`src/rtl/fa16_rev.sv`:
```
// ---------------------------------------------------------------------------
// fa16_rev_seq
//
// Sequencer for an external 16-bit reversible adder (fa16_rev). Each operand
// set is driven forward through the adder, the forward result is captured and
// driven backward, and the recovered inputs are compared with the originals.
// The sum/carry is then presented on a valid/ready result port together with
// a per-result uncompute-error flag and a saturating error counter.
//
// Parameters
//   SETTLE    cycles each adder direction is held before sampling (1..15)
//
// Ports
//   clk, rst_n                  clock, async active-low reset
//   in_valid/in_ready           operand handshake (in_a, in_b, in_c0)
//   out_valid/out_ready         result handshake (out_s, out_cout, out_err)
//   err_count                   saturating count of uncompute mismatches
//   busy, dir                   not-IDLE flag, adder direction (1 = backward)
//   f_a, f_b, f_c0_f, f_z       forward drive to the adder
//   f_s, f_a_b, f_c0_b, f_c15   forward result from the adder
//   r_s, r_a_b, r_c0_b, r_c15   backward drive to the adder
//   r_a, r_b, r_c0_f, r_z       recovered inputs from the adder
// ---------------------------------------------------------------------------
module fa16_rev_seq #(
  parameter int unsigned SETTLE = 2
) (
  input  logic        clk,
  input  logic        rst_n,
  input  logic        in_valid,
  output logic        in_ready,
  input  logic [15:0] in_a,
  input  logic [15:0] in_b,
  input  logic        in_c0,
  output logic        out_valid,
  input  logic        out_ready,
  output logic [15:0] out_s,
  output logic        out_cout,
  output logic        out_err,
  output logic [7:0]  err_count,
  output logic        busy,
  output logic        dir,
  output logic [15:0] f_a,
  output logic [15:0] f_b,
  output logic        f_c0_f,
  output logic        f_z,
  input  logic [15:0] f_s,
  input  logic [15:0] f_a_b,
  input  logic        f_c0_b,
  input  logic        f_c15,
  output logic [15:0] r_s,
  output logic [15:0] r_a_b,
  output logic        r_c0_b,
  output logic        r_c15,
  input  logic [15:0] r_a,
  input  logic [15:0] r_b,
  input  logic        r_c0_f,
  input  logic        r_z
);

  typedef enum logic [1:0] {IDLE, FWD, BWD, OUT} state_t;

  localparam logic [3:0] RELOAD = 4'(SETTLE - 1);

  state_t      state_q, state_d;
  logic [3:0]  cnt_q, cnt_d;
  logic [15:0] op_a_q, op_a_d, op_b_q, op_b_d;
  logic        op_c0_q, op_c0_d;
  logic [15:0] res_s_q, res_s_d, res_ab_q, res_ab_d;
  logic        res_c0b_q, res_c0b_d, res_c15_q, res_c15_d;
  logic        in_ready_q, in_ready_d;
  logic        out_valid_q, out_valid_d;
  logic        out_err_q, out_err_d;
  logic [7:0]  err_count_q, err_count_d;
  logic        busy_q, busy_d;
  logic        dir_q, dir_d;
  logic        mismatch;

  // Mismatch defaults to 1 and is cleared only on a definite match, so an
  // unknown value on any recovered input falls through as a mismatch.
  always_comb begin
    mismatch = 1'b1;
    if ((r_a == op_a_q) && (r_b == op_b_q) && (r_c0_f == op_c0_q) && (r_z == 1'b0))
      mismatch = 1'b0;
  end

  // Next-state and next-output logic; every output is taken from a flop.
  always_comb begin
    state_d     = state_q;
    cnt_d       = cnt_q;
    op_a_d      = op_a_q;
    op_b_d      = op_b_q;
    op_c0_d     = op_c0_q;
    res_s_d     = res_s_q;
    res_ab_d    = res_ab_q;
    res_c0b_d   = res_c0b_q;
    res_c15_d   = res_c15_q;
    in_ready_d  = in_ready_q;
    out_valid_d = out_valid_q;
    out_err_d   = out_err_q;
    err_count_d = err_count_q;
    busy_d      = busy_q;
    dir_d       = dir_q;
    case (state_q)
      IDLE: begin
        if (in_valid) begin
          op_a_d     = in_a;
          op_b_d     = in_b;
          op_c0_d    = in_c0;
          cnt_d      = RELOAD;
          state_d    = FWD;
          in_ready_d = 1'b0;
          busy_d     = 1'b1;
          dir_d      = 1'b0;
        end
      end
      FWD: begin
        if (cnt_q == 4'd0) begin
          res_s_d   = f_s;
          res_ab_d  = f_a_b;
          res_c0b_d = f_c0_b;
          res_c15_d = f_c15;
          cnt_d     = RELOAD;
          state_d   = BWD;
          dir_d     = 1'b1;
        end else begin
          cnt_d = cnt_q - 4'd1;
        end
      end
      BWD: begin
        if (cnt_q == 4'd0) begin
          out_err_d   = mismatch;
          if (mismatch && (err_count_q != 8'hFF))
            err_count_d = err_count_q + 8'd1;
          state_d     = OUT;
          out_valid_d = 1'b1;
          dir_d       = 1'b0;
        end else begin
          cnt_d = cnt_q - 4'd1;
        end
      end
      OUT: begin
        // Ready is raised only after the handshake edge, so a new operand
        // can never be taken on the same edge a result leaves.
        if (out_ready) begin
          state_d     = IDLE;
          out_valid_d = 1'b0;
          in_ready_d  = 1'b1;
          busy_d      = 1'b0;
        end
      end
      default: state_d = IDLE;
    endcase
  end

  always_ff @(posedge clk or negedge rst_n) begin
    if (!rst_n) begin
      state_q     <= IDLE;
      cnt_q       <= 4'd0;
      op_a_q      <= 16'd0;
      op_b_q      <= 16'd0;
      op_c0_q     <= 1'b0;
      res_s_q     <= 16'd0;
      res_ab_q    <= 16'd0;
      res_c0b_q   <= 1'b0;
      res_c15_q   <= 1'b0;
      in_ready_q  <= 1'b1;
      out_valid_q <= 1'b0;
      out_err_q   <= 1'b0;
      err_count_q <= 8'd0;
      busy_q      <= 1'b0;
      dir_q       <= 1'b0;
    end else begin
      state_q     <= state_d;
      cnt_q       <= cnt_d;
      op_a_q      <= op_a_d;
      op_b_q      <= op_b_d;
      op_c0_q     <= op_c0_d;
      res_s_q     <= res_s_d;
      res_ab_q    <= res_ab_d;
      res_c0b_q   <= res_c0b_d;
      res_c15_q   <= res_c15_d;
      in_ready_q  <= in_ready_d;
      out_valid_q <= out_valid_d;
      out_err_q   <= out_err_d;
      err_count_q <= err_count_d;
      busy_q      <= busy_d;
      dir_q       <= dir_d;
    end
  end

  // Adder drives hold the last operand/result so the adder never sees glitches.
  assign in_ready  = in_ready_q;
  assign out_valid = out_valid_q;
  assign out_s     = res_s_q;
  assign out_cout  = res_c15_q;
  assign out_err   = out_err_q;
  assign err_count = err_count_q;
  assign busy      = busy_q;
  assign dir       = dir_q;
  assign f_a       = op_a_q;
  assign f_b       = op_b_q;
  assign f_c0_f    = op_c0_q;
  assign f_z       = 1'b0;
  assign r_s       = res_s_q;
  assign r_a_b     = res_ab_q;
  assign r_c0_b    = res_c0b_q;
  assign r_c15     = res_c15_q;

endmodule

```
`config.mk`:
```
export PLATFORM = sky130hd
export DESIGN_NAME = fa16_rev_seq
export DESIGN_NICKNAME = d
export VERILOG_FILES = /design/src/rtl/fa16_rev.sv
export SDC_FILE = /design/constraint.sdc
export NUM_CORES = 1
export LEC_CHECK = 0
export BUFFER_PORTS_ARGS = -buffer_cell sky130_fd_sc_hd__buf_2
export CORE_MARGIN = 4
export CORE_UTILIZATION = 46
export DETAILED_ROUTE_END_ITERATION = 16
export PLACE_DENSITY = 0.79
export SYNTH_ARGS = -nofsm -noshare
export SYNTH_HDL_FRONTEND = slang
export SYNTH_SLANG_ARGS = --single-unit
```
`constraint.sdc`:
```
create_clock -name clk -period 2.58 [get_ports clk]
set_input_delay 0.516 -clock clk [delete_from_list [all_inputs] [get_ports clk]]
set_output_delay 0.516 -clock clk [all_outputs]
set_load 0.005 [all_outputs]
```
==> results_dict.tcl <==
set metrics [dict create \
    fin_nets 619 \
    status "finished, final reports clean" \
    synth_edf_count 0 \
    p_comb_frac 0.454 \
    routed_via_density 5.026 \
    cts_buffer_depth 2 \
    yosysWarnings 0 \
    holdWs_ns 0.1290 \
    numCtsBuffers 9 \
    rsz0062_at_grt "no" \
    antenna_found_initial 0 \
    p_clk_frac 0.136 \
    cpPeakStageDelay_ns 0.49 \
    place_area_um2 5119 \
    clk_latency_ns 0.35 \
    drc 0 \
    power.internal_mw 4.077 \
    powerDensity_nw_per_um2 1207 \
    routedWlPerCell_um 15.82 \
    grt_pass1_vias 3297 \
    swShare 0.3629 \
    fin_crit_ns 2.045 \
    routabilityCongestion 0.8390 \
    die_height_um 102.3 \
    worstSetupStartpointType "flop" \
    grt_start_max_net_pins 50 \
    path_buf_inv 1 \
    ys_ff_latch 86 \
    peakVddDrop_uv 526.2 \
    synth_top_area_frac 0.5205 \
    crit_family "simple AND/OR/NAND/NOR gates" \
    seq_area_frac_synth 0.5269 \
    crit_path_top_delay_cell "or3b_2" \
    worst-setup-path-type "reg -> reg" \
    worstPathRequired_ns 2.81 \
    detail_route.first_pass.iterations 4 \
    final_area_um2 5303 \
    drive_above_1_share 0.5879 \
    ys.flop_type "dfrtp_1" \
    synth_area_leaders "dfrtp_1 (52%), mux2_2 (18%), xnor2_1 (6.9%)" \
    grt_overflow 0 \
    antenna_cells 0 \
    seq_power_share 0.410 \
    fp.dieW_um 102.3 \
    initial_core_util 0.4709 \
    wl_um 9807 \
    finalSetupViolations 0 \
    power_leakage_nw 2.510 \
    synth_nets 428 \
    cts_tree "yes" \
    cts_hold_buf 0 \
    grt_usage 0.1920 \
    synth_cell_type_count 44 \
    hold_viol_final 0 \
    area_growth_pct 29.76 \
    yosysTopAreaCell "dfrtp_1" \
    p_sw_mw 2.322 \
    top_level_ports 203 \
    ant_nets 0 \
    dieArea_um2 10460 \
    synthArstFlopShare 1.000 \
    cap_violations 0 \
    fmax_mhz 489.0 \
    path_cells "inv_1 -> ha_1 -> or3b_2 -> a21oi_1 -> nand2b_1 -> o21ai_0 -> o2bb2ai_1" \
    slew_violations 0 \
    core-area_um2 8678 \
    fp-row-count 34 \
    grt_pass1_wl_um 15620 \
    end_kind "flop" \
    vias 3116 \
    clkTransAtPathRegs_ns 0.08 \
    cts_max_level 3 \
    min_period_over_period 0.7927 \
    skew_ns 0.01259 \
    synth_cells 316 \
    drtIter0Drc 47 \
    yosysMostFrequentCell "dfrtp_1" \
    synthTopCellsByCount "dfrtp_1 (85), mux2_2 (67), xnor2_1 (32)" \
    post-cts-setup-buffers 0 \
    max_slew.worst_pin.slew_ns 0.5783 \
    setup_tns_ns 0 \
    slew_headroom 0.6124 \
    dp_hpwl_um 7880 \
    port_buffers 201 \
    cp.arrival_ns 2.28 \
    clock-sinks 86 \
    fillers 721 \
    syn-cell-area_um2 4086 \
    min_path_type "in -> async" \
    worstPathMaxFanout 5 \
    postSynthAreaPerCell_um2 12.93 \
    ctsResizeCount 0 \
    cts-root-buf "clkbuf_8" \
]
## final cells by class
class,count,area [um2],area share
Inverter,6,22.52,0.004247
Timing Repair Buffer,205,1064,0.2006
Multi-Input combinational cell,199,1744,0.3289
Sequential cell,86,2153,0.4061
Clock buffer,10,137.6,0.02596
Clock inverter,6,46.29,0.008731
Tap cell,108,135.1,0.02548
## layer usage
metal  vias up  GRT usage  part of all wire
met5         -          0                 0
met4         0    0.07467             0.014
met3        14    0.05392              0.11
met2       151     0.3498              0.50
met1      1470     0.2107              0.37
li1       1481          -                 -
## placed cells by master (no fill, tap or decap), types with 3 or more instances in the layout
cell type	netlist	routed
or3_1	4	4
xor2_1	5	5
xnor2_1	32	32
nand3_1	3	3
buf_2	4	200
ha_1	7	7
dfrtp_1	85	85
mux2_2	67	67
nor2_1	7	7
a21oi_1	5	5
o21ai_0	11	11
nand2_1	11	11
clkbuf_8	0	10
a311oi_1	3	3
buf_4	18	3
nand4_1	10	10
inv_1	6	6
## metrics by stage
stage	total power, mW	setup slack, ns	util	instances
after floorplan	4.451	0.7167	-	316
after global placement	5.466	0.4521	0.5898	604
after detailed placement	5.616	0.4048	0.5898	604
after CTS	6.508	0.5476	0.6110	620
after global routing	6.947	0.3783	0.6110	620
final	6.399	0.5349	0.6110	620
## registers in the layout, indices dropped and copies added, names as in the netlist, 2 cells and up
name,flops
f_a,16
f_b,16
out_s,16
r_a_b,16
err_count,8
cnt_q,4
state_q,2
## path summary, 6_finish.rpt
path,from,to,slack [ns],depth (start not counted)
setup / recovery,cnt_q[0],cnt_q[3],0.53,7
hold / removal,rst_n,f_b[12],0.13,1
setup reg to reg,cnt_q[0],cnt_q[3],0.53,7
hold reg to reg,out_err,out_err,0.50,2
max in group asynchronous,rst_n,in_ready,1.77,2
min in group clk,f_a_b[0],r_a_b[0],0.39,2
## power groups by stage
stage | Sequential, mW | Combinational, mW | Clock [mW]
after global placement | 2.60 | 2.87 | 0
after global routing | 2.73 | 3.26 | 0.959
after floorplan | 2.62 | 1.83 | 0
final | 2.62 | 2.90 | 0.873
after CTS | 2.63 | 2.97 | 0.906
after detailed placement | 2.65 | 2.96 | 0
## cells by family after synthesis
kind of cell    after synthesis  share of synthesized area
compound gates               32                    0.05512
xor+xnor                     37                    0.07930
fa+ha+maj                     7                    0.02143
buf+inv                      31                    0.04623
flops                        86                     0.5269
mux                          68                     0.1883
other cells                   1                  0.0009177
simple gates                 54                    0.08175
No activity file was read; power rests on OpenSTA's default activity.
